===== src/rtl/puf_route_demux.sv =====
// ============================================================================
// Module      : puf_route_demux
// Description : Registered 1-to-NUM_CH challenge demux with valid/ready input,
//               scan auto-stepping and a break-before-make guard on select change.
// Revision    : 1.0 - initial release
// ============================================================================
`timescale 1ns/1ps
`default_nettype none

module puf_route_demux #(
    parameter  int NUM_CH    = 4,
    parameter  int DW        = 1,
    parameter  int GUARD_CYC = 2,
    localparam int SELW      = (NUM_CH > 1) ? $clog2(NUM_CH) : 1
) (
    input  logic                 clk,
    input  logic                 rst,
    input  logic [DW-1:0]        i,
    input  logic                 i_valid,
    output logic                 i_ready,
    input  logic                 mode,
    input  logic [SELW-1:0]      isel,
    output logic [NUM_CH*DW-1:0] out,
    output logic [NUM_CH-1:0]    out_valid,
    output logic [SELW-1:0]      cur_sel,
    output logic                 busy
);

    localparam int GCW = (GUARD_CYC > 1) ? $clog2(GUARD_CYC) : 1;
    localparam int GLAST = (GUARD_CYC > 0) ? GUARD_CYC - 1 : 0;
    localparam logic [GCW-1:0]  c_guard_last = GCW'(GLAST);
    localparam logic [SELW:0]   c_num_ch     = (SELW + 1)'(NUM_CH);
    localparam logic [SELW-1:0] c_sel_max    = SELW'(NUM_CH - 1);

    typedef enum logic [0:0] {
        S_GUARD = 1'b0,
        S_ROUTE = 1'b1
    } state_t;

    state_t                r_state;
    state_t                w_state_nxt;
    logic [GCW-1:0]        r_guard_cnt;
    logic [GCW-1:0]        w_guard_cnt_nxt;
    logic [SELW-1:0]       r_act_sel;
    logic [SELW-1:0]       r_scan_cnt;
    logic [NUM_CH*DW-1:0]  r_out;
    logic [NUM_CH-1:0]     r_out_valid;

    logic [SELW-1:0]       w_tgt;
    logic                  w_tgt_ok;
    logic                  w_ready;
    logic                  w_load_sel;
    logic                  w_accept;
    logic [NUM_CH-1:0]     w_hit;
    logic [NUM_CH*DW-1:0]  w_out_nxt;

    assign w_tgt    = mode ? r_scan_cnt : isel;
    // Select codes past the last channel (non-power-of-2 NUM_CH) route nowhere.
    assign w_tgt_ok = ({1'b0, w_tgt} < c_num_ch);

    always_comb begin
        w_state_nxt     = r_state;
        w_guard_cnt_nxt = r_guard_cnt;
        w_ready         = 1'b0;
        w_load_sel      = 1'b0;
        case (r_state)
            S_GUARD: begin
                if ((GUARD_CYC == 0) || (r_guard_cnt == c_guard_last)) begin
                    w_guard_cnt_nxt = '0;
                    w_load_sel      = 1'b1;
                    w_state_nxt     = S_ROUTE;
                end else begin
                    w_guard_cnt_nxt = r_guard_cnt + GCW'(1);
                end
            end
            S_ROUTE: begin
                if (w_tgt_ok) begin
                    if (w_tgt == r_act_sel) begin
                        w_ready = 1'b1;
                    end else if (GUARD_CYC == 0) begin
                        w_load_sel = 1'b1;
                    end else begin
                        w_state_nxt = S_GUARD;
                    end
                end
            end
            default: w_state_nxt = S_GUARD;
        endcase
    end

    assign w_accept = i_valid && w_ready;

    generate
        for (genvar k = 0; k < NUM_CH; k++) begin : g_ch
            assign w_hit[k]               = w_accept && (r_act_sel == SELW'(k));
            assign w_out_nxt[k*DW +: DW]  = w_hit[k] ? i : '0;
        end
    endgenerate

    always_ff @(posedge clk) begin
        if (rst) begin
            r_state     <= S_GUARD;
            r_guard_cnt <= '0;
            r_act_sel   <= '0;
            r_scan_cnt  <= '0;
            r_out       <= '0;
            r_out_valid <= '0;
        end else begin
            r_state     <= w_state_nxt;
            r_guard_cnt <= w_guard_cnt_nxt;
            r_out       <= w_out_nxt;
            r_out_valid <= w_hit;
            if (w_load_sel) begin
                r_act_sel <= w_tgt;
            end
            if (w_accept && mode) begin
                r_scan_cnt <= (r_scan_cnt == c_sel_max) ? '0 : r_scan_cnt + SELW'(1);
            end
        end
    end

    assign i_ready   = w_ready;
    assign out       = r_out;
    assign out_valid = r_out_valid;
    assign cur_sel   = r_act_sel;
    assign busy      = (r_state == S_GUARD);

endmodule

`default_nettype wire


===== config.mk =====
export PLATFORM = sky130hd
export DESIGN_NAME = puf_route_demux
export DESIGN_NICKNAME = d
export VERILOG_FILES = /design/src/rtl/puf_route_demux.sv
export SDC_FILE = /design/constraint.sdc
export NUM_CORES = 1
export LEC_CHECK = 0
export CAP_MARGIN = 10
export CORE_AREA = 2 2 39 41
export DETAILED_ROUTE_END_ITERATION = 10
export DIE_AREA = 0 0 41 43
export PLACE_DENSITY = 0.74
export SLEW_MARGIN = 20
export SYNTH_ARGS = -nofsm -noshare
export SYNTH_HDL_FRONTEND = slang
export SYNTH_SLANG_ARGS = --single-unit
export TNS_END_PERCENT = 10

===== constraint.sdc =====
create_clock -name clk -period 2.85 [get_ports clk]
set_clock_uncertainty 0.05 [all_clocks]
set_input_delay 0.285 -clock clk [delete_from_list [all_inputs] [get_ports clk]]
set_output_delay 0.285 -clock clk [all_outputs]
set_load 0.005 [all_outputs]

After elaboration in Yosys (flattened, before gate mapping)
Index checks and enable logic that the tools add are counted.
Storage, ports and cells
  bits of input ports: 7
  output and inout bits: 12
  register bits after elaboration: 14
  logic and storage cells: 40
Cells by class
  bitwise logic cells: 5
  reductions and logical operators: 11
  multiplexer cells: 8
  add/sub/neg operators: 2
  eq/ne operators: 5
Operator list (number)
  2-bit OR reduction: 4
  2-bit == test (second input constant): 3
  1-bit logical AND: 6
  1-bit two-way mux: 5
  1-bit inverter: 5
  2-bit two-way mux: 2
  2-bit by 1-bit adder with 2-bit output (second input constant): 1
  2-bit by 1-bit == test with 1-bit output (second input constant): 1
  2-bit == test: 1
  2-bit zero test: 1
  1-bit one-hot mux with 2 select lines: 1
  1-bit adder (second input constant): 1

Logic depth before layout (Yosys ltp)
  word-level depth: 8
  mapped depth: 4
  gate-level depth less buffers: 4

Worst setup path before layout
Ideal clock, no wire load.
  path kind: in2reg
  start point: input port mode
  end point: register r_scan_cnt[0]
  cell stages on the path: 4
  setup time: 123 ps
  path buffers: 0
  arrival: 1303 ps
  setup slack: 1374 ps
  data required time: 2677 ps
  path through: mux2i_1 -> nand3b_2 -> a21oi_1 -> mux2_1
On the way
  word-level cells in the longest chain between the ends: 6
Ends and longest elaborated chain
  from (decl): RTL line 21  | input logic mode,
  2-bit two-way mux: RTL line 57  | assign w_tgt = mode ? r_scan_cnt : isel;
  2-bit == test: RTL line 78  | if (w_tgt == r_act_sel) begin
  1-bit two-way mux: RTL line 78
  1-bit two-way mux: RTL line 66  | case (r_state)
  1-bit logical AND: RTL line 91  | assign w_accept = i_valid && w_ready;
  1-bit logical AND *: RTL line 116  | if (w_accept && mode) begin
  to (signal assigned): RTL line 117  | r_scan_cnt <= (r_scan_cnt == c_sel_max) ? '0 : r_scan_cnt + SELW'(1);
  to (decl): RTL line 45  | logic [SELW-1:0] r_scan_cnt;
Mark *: on every way between the ends. The rest lies on a longest branch, timed or not.
A chain may end at the register's enable or synchronous reset.

Final worst setup path
  start point: input port mode
  end point: output port i_ready
On the way
  word-level cells in the longest chain between the ends: 4
Ends and longest elaborated chain
  2-bit two-way mux: RTL line 57
  2-bit == test: RTL line 78
  1-bit two-way mux: RTL line 78
  1-bit two-way mux: RTL line 66
  to (decl): RTL line 20  | output logic i_ready,
No other way between the ends.

==> results_dict.tcl <==
set metrics [dict create \
    maxCapViolations 0 \
    grt_pass1_vias 395 \
    yosysSeqAreaShare 0.509 \
    tns_ns 0 \
    gp_congestion 0.686 \
    synth.most_common_cell "dfxtp_1" \
    htree_levels 1 \
    dr.pass1.iters 1 \
    synth-main-ff-cell "dfxtp_1" \
    clk_latency_ns 0.26 \
    numCtsBuffers 3 \
    synth_largest_area_cell "dfxtp_1" \
    worstSetupStartpointType "primary input" \
    max_slew_margin 0.750 \
    r2r_start "r_scan_cnt[0]" \
    tritoncts "yes" \
    ff2ff_path_depth 4 \
    grt_util_all_layers 0.133 \
    finalMaxSlewViolations 0 \
    avgRoutedWirePerCell_um 10.2 \
    fin_crit_ns 2.43 \
    synth_cell_type_count 24 \
    worst_pin_slew_ns 0.365 \
    diodes 0 \
    p_per_area_nw_per_um2 485 \
    syn_nets 60 \
    synthCells 52 \
    initial_utilization 0.398 \
    power_uw 373 \
    cts-resized-gates 0 \
    vias 420 \
    area_growth_pct 39.5 \
    core_area_um2 1380 \
    holdCritPathClass "flop to flop" \
    crit_arrival_ns 2.09 \
    fmax_mhz 412 \
    path_clk_slew_ns 0.07 \
    holdBufCountCts 0 \
    status "completed" \
    die_area_um2 1760 \
    finalSetupViolCount 0 \
    hold_path_end "r_guard_cnt" \
    avgSynthCellArea_um2 10.6 \
    pin_count 19 \
    rsz0062_at_grt "false" \
    drc 0 \
    drt_wl_total_um 895 \
    cp.required_ns 2.52 \
    synth_edf_count 0 \
    synth-async-reset-ratio 0 \
    ctsLongestPathBuffers 2 \
    cts_num_sinks 14 \
    syn_area_um2 551 \
    timing.rr.end "r_scan_cnt[0]" \
    ys_warn_count 0 \
    ys_seq_elements 14 \
    cp_max_fo 4 \
    die_w_um 41 \
    rrSetupSlack_ns 1.22 \
    hp-start "r_guard_cnt" \
    grt_first_pass_wirelength_mm 1.55 \
    dp_hpwl_um 704 \
    layout-drive-gt1-share 0.111 \
    io_buffer_count 18 \
    peakVddDrop_mv 0.270 \
    cts_root_buffer "clkbuf_4" \
    ys_top_cells_by_area "dfxtp_1 (51%), mux2i_1 (5.5%), and2_1 (4.5%)" \
    worstSetupEndpointType "primary output" \
    grt_max_degree 11 \
    drt_iter0_markers 0 \
    worstSetupPathType "primary input to primary output" \
    min_period_over_period 0.852 \
    rows 14 \
    finalHoldViolations 0 \
    antenna_found_initial 0 \
    critical_path.startpoint "mode" \
    grt_overflow 0 \
    cts_setup_buffers 0 \
    die_h_um 43 \
    leakagePower_nw 0.290 \
    min_path_cells 2 \
    ant_nets 0 \
    synth_common_cells "dfxtp_1 (14), nor2_1 (6), and2_1 (4)" \
    nNetsFinal 82 \
    viasPerCell 4.77 \
    fillerInstances 135 \
    synth_top_area_share 0.509 \
]
registers in the layout, summed over array words and instances, names as in the netlist:
signal       count
out              4
r_scan_cnt       2
out_valid        4
r_guard_cnt      1
cur_sel          2
r_state          1
cell usage in the layout, fill, tap and decap left out, types with 2 or more instances in the layout:
cell type and n:
xnor2_1 2, mux2i_1 3, clkbuf_4 3, dfxtp_1 14, and2_1 4, nor2b_1 2
nor2_2 2, clkdlybuf4s50_1 18, nor3_1 2, nor2_1 6, nand2b_1 2
final cells by class:
cell class | instances | area, µm² | share of cell area
timing repair buffer | 18 | 180 | 0.235
sequential | 14 | 280 | 0.365
multi-input combinational | 36 | 262 | 0.340
clock buffer | 3 | 22.5 | 0.0293
tap | 16 | 20.0 | 0.0261
inverter | 1 | 3.75 | 0.00489
kinds of logic after synthesis:
kind of cell | after synthesis | share of synthesized area
and+or+nand+nor | 24 | 0.268
adders and majority gates | 1 | 0.0227
muxes | 5 | 0.102
buffers and inverters | 2 | 0.0159
xor gates and xnor gates | 3 | 0.0477
DFF | 14 | 0.509
AOI/OAI and AO/OA | 3 | 0.0341
worst max-delay path, stage by stage:
cell             delay [ns]
clkdlybuf4s50_1        0.54
mux2i_1                0.39
xor2_1                 0.22
and3_1                 0.17
clkdlybuf4s50_1        0.50
stage by stage:
stage               cell area, µm²  instances  worst slack [ns]  utilization  hold slack (ns)
detailed placement             746         85             0.425        0.539            0.441
CTS                            768         88             0.419        0.555            0.452
finish                         768         88             0.422        0.555            0.445
global placement               746         85             0.455        0.539            0.424
global route                   768         88             0.331        0.555            0.506
floorplan                      551         52              1.37            -            0.357
layer usage:
layer / track usage / up-vias / share of wire
li1: - / 218 / -
met1: 0.162 / 184 / 0.44
met2: 0.191 / 16 / 0.48
met3: 0.0314 / 2 / 0.065
met4: 0.100 / 0 / 0.021
met5: 0 / - / 0
where the power goes:
group	internal [mW]	total (mW)	switching, mW
sequential	0.203	0.212	0.00834
combinational	0.0346	0.0578	0.0232
clock	0.0488	0.103	0.0546
worst max path at each step:
stage,to,slack [ns]
2_1_floorplan,r_scan_cnt[0],1.37
3_3_place_gp,i_ready,0.46
3_5_place_dp,i_ready,0.43
4_1_cts,i_ready,0.42
5_1_grt,i_ready,0.33
6_report,i_ready,0.42
No activity file was read; power rests on OpenSTA's default activity.
==> RTL change 1 (same settings) <==
The parameter `GUARD_CYC` goes from 2 to 1.
--- a/src/rtl/puf_route_demux.sv
+++ b/src/rtl/puf_route_demux.sv
@@ -10,7 +10,7 @@
 module puf_route_demux #(
     parameter  int NUM_CH    = 4,
     parameter  int DW        = 1,
-    parameter  int GUARD_CYC = 2,
+    parameter  int GUARD_CYC = 1,
     localparam int SELW      = (NUM_CH > 1) ? $clog2(NUM_CH) : 1
 ) (
     input  logic                 clk,
Function: changed (a bounded check fails within 4 cycles, from zero or initial values and one cycle with rst high).
==> RTL change 1 against the original RTL <==
Cell area shrank 5.4%; combinational power is 13% lower; critical path depth did not move; routed wire length is 1.3% lower; core utilization down 3.0 points; total power down 5.2%; area after synthesis is 9.1% lower; sequential cell count is 1 lower; first-iteration DRC count grew 3; worst setup slack better by 3.2 ps; largest power group unchanged; highest routed layer is now met3.
==> RTL change 1: results (changes against the original RTL) <==
Final WL -> 883 um (-1.3%)
Routed wire per std cell -> 10.4 um (+2.1%)
Int Pwr -> 0.271 mW (-5.4%)
Pre-CTS setup slack -> 461 ps (+36.1 ps)
Gr usage total -> 0.112 (-0.0203)
Drt pass-1 iters -> 2 (+1)
Multi-input gate share of the layout cell area -> 0.325 (-0.0151)
Worst VDD drop -> 0.251 mV (-7.1%)
Gpl congestion -> 0.730 (+6.5%)
Post-synth top cells -> dfxtp_1 (13), and2_1 (4), nand2_1 (3), nor2_1 (3)
Nets -> 78 (-4.9%)
Dpl cell area -> 701 um2 (-6.0%)
Final core utilization -> 0.525 (-0.0298)
GR Layer Usage met1 -> 0.146 (-0.0166)
Layout cells sized above 1 -> 0.130 (+0.0193)
Pleak -> 0.279 nW (-3.9%)
Post-synth top area share -> 0.520 (+0.0109)
First-pass GRT wire length -> 1260 um (-19%)
Mapped Nets -> 55 (-8.3%)
Metal1 wirelength -> 394 um (+1.0%)
Initial antenna violation count -> 0 (unchanged)
Clock-net power -> 0.110 mW (+7%)
Clk cell area share -> 0.0361 (+0.00683)
Max_slew headroom -> 0.730 (-0.0199)
Post-synthesis sequential area ratio -> 0.520 (+0.0109)
Highest Signal Layer -> met3
Synth unique cells -> 23 (-4.2%)
Flop pwr share -> 0.546 (-0.022)
Data buffer area share -> 0.248 (+0.0133)
Placed Instances -> 81 (-4.7%)
DR WL met3 -> 56 um (-3.4%)
Avg Synthesized Cell Area -> 10.6 um2 (+0.58%)
Clock Root Buffer -> clkbuf_4
Number of DRC violations after detailed-routing iteration 0 -> 3 (+3)
Dpl hpwl -> 677 um (-3.8%)
Status -> completed
Clkbuf count -> 4 (+1)
Largest net degree at the start of global routing -> 10 (-1)
Fill cells -> 149 (+10%)
Count of multi-input gates -> 33 (-8.3%)
Synth top area cells -> dfxtp_1 (52%), and2_1 (5.0%), mux2i_1 (4.0%)
Vias in the first global route -> 310 (-22%)
Seq cells post-synth -> 13 (-1)
## RTL change 1: final timing paths
kind,from,to,slack [ps],depth (start not counted)
worst max-delay path,mode,i_ready,420,5
worst min-delay path,r_scan_cnt[1],r_scan_cnt[1],470,2
worst max register to register,r_scan_cnt[1],r_scan_cnt[0],1210,4
worst min register to register,r_scan_cnt[1],r_scan_cnt[1],470,2
## RTL change 1: kinds of logic (layout without fill, tap and decap cells)
| family | count (synthesis) | in the layout | share of synthesized area |
|---|---|---|---|
| multiplexers | 4 | 4 | 0.0925 |
| buffers and inverters | 1 | 23 | 0.00749 |
| adder cells (fa/ha/maj) | 1 | 1 | 0.0250 |
| XOR/XNOR | 2 | 2 | 0.0350 |
| AND/OR/NAND/NOR | 23 | 23 | 0.280 |
| AO/OA/AOI/OAI | 3 | 3 | 0.0400 |
| flip-flops | 13 | 13 | 0.520 |
## RTL change 1: critical path: stages
cell             delay (ps)
clkdlybuf4s50_1         530
mux2i_1                 410
xnor2_1                 180
nor3_1                  160
clkdlybuf4s50_1         520
==> RTL change 2 (same settings) <==
Made on the original files. Reset style: asynchronous (`rst`), changed in one clocked block.
--- a/src/rtl/puf_route_demux.sv
+++ b/src/rtl/puf_route_demux.sv
@@ -97,7 +97,7 @@
         end
     endgenerate
 
-    always_ff @(posedge clk) begin
+    always_ff @(posedge clk or posedge rst) begin
         if (rst) begin
             r_state     <= S_GUARD;
             r_guard_cnt <= '0;
Formal check against the unedited RTL: differs if rst is asserted again (counterexample within 4 cycles, from zero or initial values and one cycle with rst high); with rst held inactive, the same outputs for 10 cycles.
==> RTL change 2 against the original RTL <==
Cell area is 9.3% higher; sequential cell count stayed put; via count is 17% higher; die area is the same; register-to-register slack better by 140 ps; worst setup slack improved by 9.7 ps; area after synthesis grew 16%; first-iteration DRC count rose by 15; sequential share of layout area is 5.2 points higher; core utilization rose by 5.2 points; routed wire length grew 24%; critical path type unchanged; highest routed layer unchanged.
Power is not compared: it rests on default switching activity, and its combinational part moved more than twofold at a synthesized area within 25%.
==> RTL change 2: results (changes against the original RTL) <==
Setup bufs post-CTS -> 0 (unchanged)
Worst VDD drop -> 0.517 mV
Nets -> 84 (+2.4%)
Synth unique cells -> 22 (-8.3%)
HP Class -> input pin to asynchronous set/reset pin
Mapped Nets -> 63 (+5.0%)
Post-synthesis sequential area ratio -> 0.548 (+0.0389)
Initial antenna violation count -> 0 (unchanged)
Reg2reg end -> out[3]
Drt pass-1 iters -> 4 (+3)
Number of DRC violations after detailed-routing iteration 0 -> 15 (+15)
Worst Tran Pin Value -> 509 ps (+145 ps)
Dpl hpwl -> 810 um (+15%)
Post-synth top cells -> dfrtp_1 (14), nor4_1 (8), nand2_1 (4)
Via count -> 492 (+17%)
R2r setup slk -> 1360 ps (+140 ps)
Routed wire per std cell -> 12.3 um (+21%)
Synth top area cells -> dfrtp_1 (55%), nor4_1 (7.8%), buf_6 (3.5%)
Reg2Reg Launch Point -> r_scan_cnt[1]
Pleak -> 0.366 nW
Switching power -> 0.280 mW
Critical Path Fanout Max -> 10 (+6)
Gpl congestion -> 0.790 (+15%)
Clk Latency, worst-skew pair -> 280 ps (+20 ps)
Post-synth ARST share -> 1.00 (+1.00)
First-pass GRT wire length -> 1870 um (+20%)
Yosys warning count -> 0 (unchanged)
Layout cells sized above 1 -> 0.0811 (-0.0300)
Fill cells -> 126 (-6.7%)
Worst-case reg-to-reg path depth -> 3 (-1)
Vias in the first global route -> 438 (+11%)
Most common flop cell mapped by yosys -> dfrtp_1
Status -> completed
Logic pwr share -> 0.417
Gr usage total -> 0.164 (+0.0310)
Buffers added on ports -> 18 (unchanged)
Largest net degree at the start of global routing -> 15 (+4)
==> RTL change 2: cell count changes in the layout (fill, tap and decap cells not counted), moves of 3 or more <==
| cell | unedited run | this run |
|---|---|---|
| dfrtp_1 | 0 | 14 |
| nor4_1 | 0 | 8 |
| nor2_1 | 6 | 2 |
| and2_1 | 4 | 0 |
| nand2_1 | 0 | 4 |
| o21ai_0 | 0 | 3 |
| dfxtp_1 | 14 | 0 |
==> RTL change 2: cell type report <==
type                       instances  area share
tap                               16      0.0238
sequential                        14       0.417
multi-input combinational         36       0.304
inverter                           3      0.0134
timing repair buffer              18       0.215
clock buffer                       3      0.0268
==> RTL change 2: stage by stage <==
stage	area, um2	instances	worst slack [ps]	hold WS (ps)
after global routing	840	90	360	346
after detailed placement	817	87	429	418
after CTS	840	90	427	306
after floorplan	639	55	1430	124
after global placement	817	87	439	414
final	840	90	431	282
==> RTL change 2: cell families after synthesis <==
kind of cell / share of synthesized area
muxes: 0.0607
DFF: 0.548
and+or+nand+nor: 0.188
adders and majority gates: 0.0196
xor gates and xnor gates: 0.0666
buffers and inverters: 0.0528
AOI/OAI and AO/OA: 0.0646
==> RTL change 2: worst max-delay path by stage <==
stage / slack (ps) / to / depth (start not counted) / startpoint
after global placement: 440 / i_ready / 5 / mode
after detailed placement: 430 / i_ready / 5 / mode
after global routing: 360 / i_ready / 5 / mode
final: 430 / i_ready / 5 / mode
after CTS: 430 / i_ready / 5 / mode
after floorplan: 1430 / i_ready / 3 / r_scan_cnt[1]
==> RTL change 2: routing by layer <==
layer | global-route usage | wire [um] | vias to the layer above
li1 | - | - | 236
met1 | 0.223 | 465 | 227
met2 | 0.219 | 517 | 25
met3 | 0.0366 | 87 | 4
met4 | 0.120 | 35 | 0
met5 | 0 | 0 | -
